### config.mk
export PLATFORM = sky130hd
export DESIGN_NAME = regfile_2r1w
export DESIGN_NICKNAME = d
export VERILOG_FILES = /design/src/rtl/regfile_2r1w.sv
export SDC_FILE = /design/constraint.sdc
export NUM_CORES = 2
export LEC_CHECK = 0
export BUFFER_PORTS_ARGS = -buffer_cell sky130_fd_sc_hd__buf_2
export CELL_PAD_IN_SITES_DETAIL_PLACEMENT = 1
export CELL_PAD_IN_SITES_GLOBAL_PLACEMENT = 2
export CORE_ASPECT_RATIO = 1.25
export CORE_UTILIZATION = 47
export CTS_BUF_LIST = sky130_fd_sc_hd__clkbuf_8 sky130_fd_sc_hd__clkbuf_16
export DETAILED_ROUTE_END_ITERATION = 10
export GPL_TIMING_DRIVEN = 0
export MAX_ROUTING_LAYER = met4
export PLACE_DENSITY_LB_ADDON = 0.08
export SYNTH_ARGS = -nofsm -noshare
export SYNTH_HDL_FRONTEND = slang
export SYNTH_SLANG_ARGS = --single-unit
### constraint.sdc
create_clock -name i_clk -period 41.9 [get_ports i_clk]
set_input_delay 8.38 -clock i_clk [delete_from_list [all_inputs] [get_ports i_clk]]
set_output_delay 8.38 -clock i_clk [all_outputs]
set_load 0.03 [all_outputs]
### src/rtl/regfile_2r1w.sv
// Architectural RV32I integer register file: x1..x31 stored, x0 hard-wired to zero, two operand read ports plus a debug read port.
// Latency: reads are combinational (zero cycles); a write lands on the rising edge and is visible on stored reads right after it.
// Backpressure: none; every write presented with i_rd_wren set completes at the next rising edge of i_clk.
module regfile_2r1w #(
  parameter int unsigned XLEN   = 32,
  parameter bit          BYPASS = 1'b1
) (
  input  logic            i_clk,
  input  logic            i_reset,
  input  logic [4:0]      i_rs1_addr,
  input  logic [4:0]      i_rs2_addr,
  output logic [XLEN-1:0] o_rs1_data,
  output logic [XLEN-1:0] o_rs2_data,
  input  logic            i_rd_wren,
  input  logic [4:0]      i_rd_addr,
  input  logic [XLEN-1:0] i_rd_data,
  input  logic [4:0]      i_dbg_addr,
  output logic [XLEN-1:0] o_dbg_data
);

  // Only x1..x31 are physical; x0 never gets a flop.
  logic [XLEN-1:0] regs [1:31];

  // Address-indexed view of the file with x0 supplied as a constant zero,
  // so every read port is a plain 32:1 mux with no special case for x0.
  logic [XLEN-1:0] rd_view [0:31];

  // Writes to x0 are dropped here rather than at the array.
  logic wr_hit;
  assign wr_hit = i_rd_wren && (i_rd_addr != 5'd0);

  // Forwarding is decided per port; address 0 is excluded so x0 always reads 0
  // even when a write to x0 is presented in the same cycle.
  logic byp_rs1;
  logic byp_rs2;
  assign byp_rs1 = BYPASS && i_rd_wren && (i_rs1_addr != 5'd0) && (i_rd_addr == i_rs1_addr);
  assign byp_rs2 = BYPASS && i_rd_wren && (i_rs2_addr != 5'd0) && (i_rd_addr == i_rs2_addr);

  // Register storage: asynchronous clear, one write per edge, never while reset is high.
  always_ff @(posedge i_clk or posedge i_reset) begin
    if (i_reset) begin
      for (int i = 1; i < 32; i++) begin
        regs[i] <= '0;
      end
    end else if (wr_hit) begin
      regs[i_rd_addr] <= i_rd_data;
    end
  end

  // Build the read view with x0 tied to zero.
  always_comb begin
    rd_view[0] = '0;
    for (int i = 1; i < 32; i++) begin
      rd_view[i] = regs[i];
    end
  end

  // Operand ports: the bypass is the last 2:1 level on the rs1/rs2 path.
  always_comb begin
    o_rs1_data = byp_rs1 ? i_rd_data : rd_view[i_rs1_addr];
    o_rs2_data = byp_rs2 ? i_rd_data : rd_view[i_rs2_addr];
  end

  // Debug port always shows the stored architectural state, never forwarded data.
  always_comb begin
    o_dbg_data = rd_view[i_dbg_addr];
  end

endmodule

# Word-level counts from Yosys, hierarchy flattened
# Cells that the tools add are included.
totals:
  regBits: 992
  mem_count: 0
  latch_bits: 0
  wordCells: 65
  rom_bits: 0
  out_inout_bits: 96
  ramBits: 0
classes:
  shifts: 0
  bitwise: 4
  n_eq_ne: 2
  div: 0
  muxes: 14
  order_cmp: 5
  multipliers: 0
  n_addsub: 0
  reduce_logical: 9
op_table:
  columns: ["cell", "n"]
  rows:
  - ["$bwmux 992", 1]
  - ["$bmux 32 s5", 3]
  - ["$mux 32", 9]
  - ["$demux 32 s5", 1]
  - ["$ge 6x6->1 const B", 4]
  - ["$not 5->6", 4]
  - ["$reduce_bool 5->1", 3]
  - ["$eq 5x5->1", 2]
  - ["$logic_and 1x1->1", 6]
  - ["$lt 6x1->1 const B", 1]

# Logic depth before layout (Yosys ltp)
logic_depth:
  ltp_word: 6
  mapped_depth: 10

# Least setup slack after synthesis
# OpenSTA, ideal clock, no wires.
synth_timing:
  path_type: "input to output"
  startpoint: "input i_rs1_addr[0]"
  endpoint: "output o_rs1_data[20]"
  cell_stages: 7
  required_time_ns: 33.520
  setup_slack_ns: 22.860
  t_arrival_ns: 10.660
  cell_sequence: "buf_4 -> buf_4 -> buf_2 -> nor2b_1 -> a221oi_1 -> a221oi_1 -> o41ai_1"
synth_between:
  elab_chain_cells: 5
synth_lines:
  columns: ["element", "line_no", "source"]
  rows:
  - ["from (decl)", "10", "input logic [4:0] i_rs1_addr,"]
  - ["$not 5->6 (implied by the code)", "60", "o_rs1_data = byp_rs1 ? i_rd_data : rd_view[i_rs1_addr];"]
  - ["$bmux 32 s5", "60", null]
  - ["$mux 32 (implied by the code) (2 in series)", "60", null]
  - ["$mux 32 (*)", "60", null]
  - ["to (decl)", "12", "output logic [XLEN-1:0] o_rs1_data,"]
# Every way passes the cells marked *; elsewhere a longest branch is shown, timed or not. The select of a mux whose other input is x is not followed.

# Final worst setup path
layout_timing:
  startpoint: "input i_rs1_addr[2]"
  endpoint: "output o_rs1_data[10]"
# The elaborated chain is that of the path after synthesis.

==> key figures <==
Outcome
  • Run status: finished, violations left
  • Failing checks: capacitance limit, slew limit

Worst setup path
  • Category of the critical setup timing path: input pin to primary output
  • Highest fanout seen on the critical path: 10
  • Crit-path slowest cell: sky130_fd_sc_hd__o21ai_0
  • Worst path arrival time: 13.75 ns
  • Worst-case reg-to-reg path depth: 1
  • Reg-to-Reg Start: rd_view[948]
  • Slack of the worst reg-to-reg path: 41.00 ns
  • Crit-path max cell delay: 1.03 ns
  • R2R Path End: rd_view[948]
  • Critical path required time: 33.52 ns
  • CP dominant cell by count: sky130_fd_sc_hd__buf_2
  • Critical Path Start Type: input pin
  • Worst-path cell chain: buf_2 > nor2b_1 > buf_2 > buf_1 > clkbuf_2 > nor2_1 > a21oi_1 > o22ai_1 > o21ai_0 > buf_2
  • Category of the worst setup path capture point: primary output

Synthesis
  • Area of the mapped netlist: 0.0616 mm^2
  • YS warnings: 0
  • Mux share of post-synthesis cell area: 49.4%
  • Post-synth net total: 4226
  • Synth cell types: 50
  • Compound-cell area share of the yosys netlist: 4.77%
  • Yosys top cell by area: sky130_fd_sc_hd__dfrtp_1
  • Portion of the post-synthesis area used by sequential elements: 40.3%
  • Count of state elements after synthesis: 992
  • Count of flip-flops with a built-in enable after synthesis: 0
  • Synth area leaders: sky130_fd_sc_hd__dfrtp_1 40%, sky130_fd_sc_hd__mux4_2 26%, sky130_fd_sc_hd__mux2_2 21%
  • Synth Area in Simple Gates: 2.02%
  • Synthesized instance count: 4171
  • Main combinational cell family by area after synthesis: multiplexers
  • Share of the synthesized netlist area taken by xor and xnor gates: 0.114%
  • Fraction of synthesized cell area taken by the top area cell type: 40.3%
  • Async SR Flop Fraction: 100%
  • Primary FF master, synth: sky130_fd_sc_hd__dfrtp_1
  • Post-Syn Area per Cell: 14.8 um^2
  • Synthesized-area fraction occupied by adder cells: 0%

Die
  • Area of the core: 0.130 mm^2
  • Initial standard-cell utilization of the core: 47.4%
  • # IOs: 151
  • Die Area: 0.132 mm^2
  • Y dimension of the die: 407 um
  • Number of rows created at floorplan: 148
  • Chip width: 326 um

STA
  • Headroom to the max-slew limit: -9.42%
  • PnR worst setup slack: 19.77 ns
  • Final Max Slew Viols: 98
  • Skew final: 0 ns
  • Number of failing setup endpoints in the final timing report: 0
  • Worst slew pin tran: 1.64 ns
  • Tcrit/Tclk final: 52.8%
  • Maximum clock rate: 45.2 MHz
  • Crit path time final: 22.13 ns
  • Unrepaired setup endpoints after global routing: no
  • Hold Violations, Final: 0

Power
  • Total power density per cell area: 49.2 mW/mm^2
  • Total power: 3.38 mW
  • Leakage power: 28.9 nW
  • Worst voltage drop across the vdd grid: 43.7 uV

Cells and area
  • Most common library cell in the layout ignoring fill and taps: sky130_fd_sc_hd__mux2_2
  • Signed area change from the synthesized netlist to the final layout: 11.6%
  • Combined area of the multi-input logic cells: 0.0347 mm^2
  • Nets: 4491
  • Most frequent cells in the layout: 1125 x sky130_fd_sc_hd__mux2_2, 992 x sky130_fd_sc_hd__dfrtp_1, 714 x sky130_fd_sc_hd__mux4_2
  • Filler cells: 12500
  • Sequential Area: 0.0248 mm^2
  • Share of final-layout standard cells stronger than drive strength 1: 52.2%
  • Cell Count, Final, Fillers Out: 6279
  • Flip-flop count of the largest register, all copies and words added: 992

Drt
  • Vias post-DR: 48100
  • First-pass detailed-route iteration total: 6
  • Routed wire per std cell: 52.8 um
  • Total met2 wirelength after detailed routing: 141000 um
  • Detail-routed via count per cell: 7.67
  • Routed metal-1 wire length: 119000 um
  • Detailed-route wire length: 332000 um
  • Uppermost layer routed: met4
  • Iteration-0 DRC Markers: 7885
  • Met3 Wirelength: 41700 um
  • Post-route DRC: 0
  • Antenna violation net count after detailed routing: 0

Min path
  • Start point of the worst min-delay path: rd_view[35]
  • Hold endpoint: rd_view[35]
  • Cell depth of the worst hold path: 1
  • Worst min path class: flip-flop to flip-flop

Place
  • Post-DP HPWL: 239000 um
  • Placed Cells: 6046
  • Port Buf Inserts: 134
  • DP Worst Slack: 20.28 ns
  • Gp weighted congestion: 1.03

Flow run
  • # Max-Cap Violations: 14

Clocking
  • Master cell of the clock root buffer: sky130_fd_sc_hd__clkbuf_16
  • Post-CTS setup buffer count: 0
  • CTS max path bufs: 3
  • TritonCTS clock tree: done
  • Number of levels the H-tree was split into: 3
  • Post-CTS Hold Fix Bufs: 0
  • Quantity of gates resized following cts: 0
  • Number of buffers inserted during clock tree synthesis: 113
  • Clock latency on the worst-skew pair: 0.78 ns
  • Number of sinks driven by the clock tree: 992
  • Clock input transition at the sequential cells of the worst setup and hold paths: 0.06 ns

Global route
  • Maximum number of pins on one net before global-route repair: 124
  • Total routing resource utilization after global routing: 51.8%
  • First-pass GRT wire length: 437000 um
  • Number of global-route vias before repair: 47300
  • Total congestion overflow: 0
  • Initial antenna violation count: 33
## cell type report
cell class	count	share of cell area, %
clock buffer	135	4.61
sequential	992	36.1
multi-input combinational	2697	50.5
buffer	477	3.08
clock inverter	69	0.909
timing repair buffer	150	1.45
antenna	29	0.106
tap	1725	3.14
inverter	5	0.0382
## critical path, delay by kind of cell
kind	cells	cell delay, ns
simple gates	2	0.98
compound gates	3	1.65
buf+inv	5	2.72
## worst max path at each step
stage,start,endpoint,slack (ns),cells past startpoint
finish,i_rs1_addr[2],o_rs1_data[10],19.77,10
global placement,i_reset,rd_view[928],-6.93,2
global route,i_rs2_addr[0],o_rs2_data[1],20.07,10
floorplan,i_reset,rd_view[0],5.61,1
CTS,i_rs1_addr[2],o_rs1_data[10],20.27,10
detailed placement,i_rs1_addr[2],o_rs1_data[10],20.28,10
## Yosys cell counts (44+ instances only)
cell,instances
sky130_fd_sc_hd__mux2_2,1125
sky130_fd_sc_hd__mux4_2,714
sky130_fd_sc_hd__o21ai_0,44
sky130_fd_sc_hd__a221oi_1,95
sky130_fd_sc_hd__clkbuf_1,253
sky130_fd_sc_hd__a21oi_1,93
sky130_fd_sc_hd__mux2i_1,167
sky130_fd_sc_hd__nand2_1,117
sky130_fd_sc_hd__buf_2,113
sky130_fd_sc_hd__nor2_1,96
sky130_fd_sc_hd__buf_1,79
sky130_fd_sc_hd__dfrtp_1,992
## metal layers
| metal | vias to the layer above | global-route usage [%] |
|---|---|---|
| met3 | 1101 | 18.0 |
| met4 | 0 | 39.2 |
| li1 | 17200 | - |
| met2 | 3804 | 71.5 |
| met5 | - | - |
| met1 | 26100 | 62.2 |
## power breakdown
| group | internal [mW] | switching [mW] |
|---|---|---|
| Combinational | 0.481 | 0.501 |
| Sequential | 1.15 | 0.198 |
| Clock | 0.604 | 0.452 |
| Total | 2.23 | 1.15 |
## cells by family after synthesis
| logic type | after synthesis |
|---|---|
| muxes | 2006 |
| and+or+nand+nor | 283 |
| xor gates and xnor gates | 8 |
| buffers and inverters | 482 |
| AOI/OAI and AO/OA | 400 |
| DFF | 992 |
## metrics by stage
stage	cell area, um^2	hold slack (ns)	TNS, ns	util [%]
after floorplan	61600	0.507	0	-
final	68700	0.547	0	52.8
after global placement	64400	0.517	-6635.71	49.5
after detailed placement	64800	0.531	0	49.9
after CTS	68600	0.545	0	52.8
after global routing	68700	0.561	0	52.8
No activity file was read; power rests on OpenSTA's default activity.
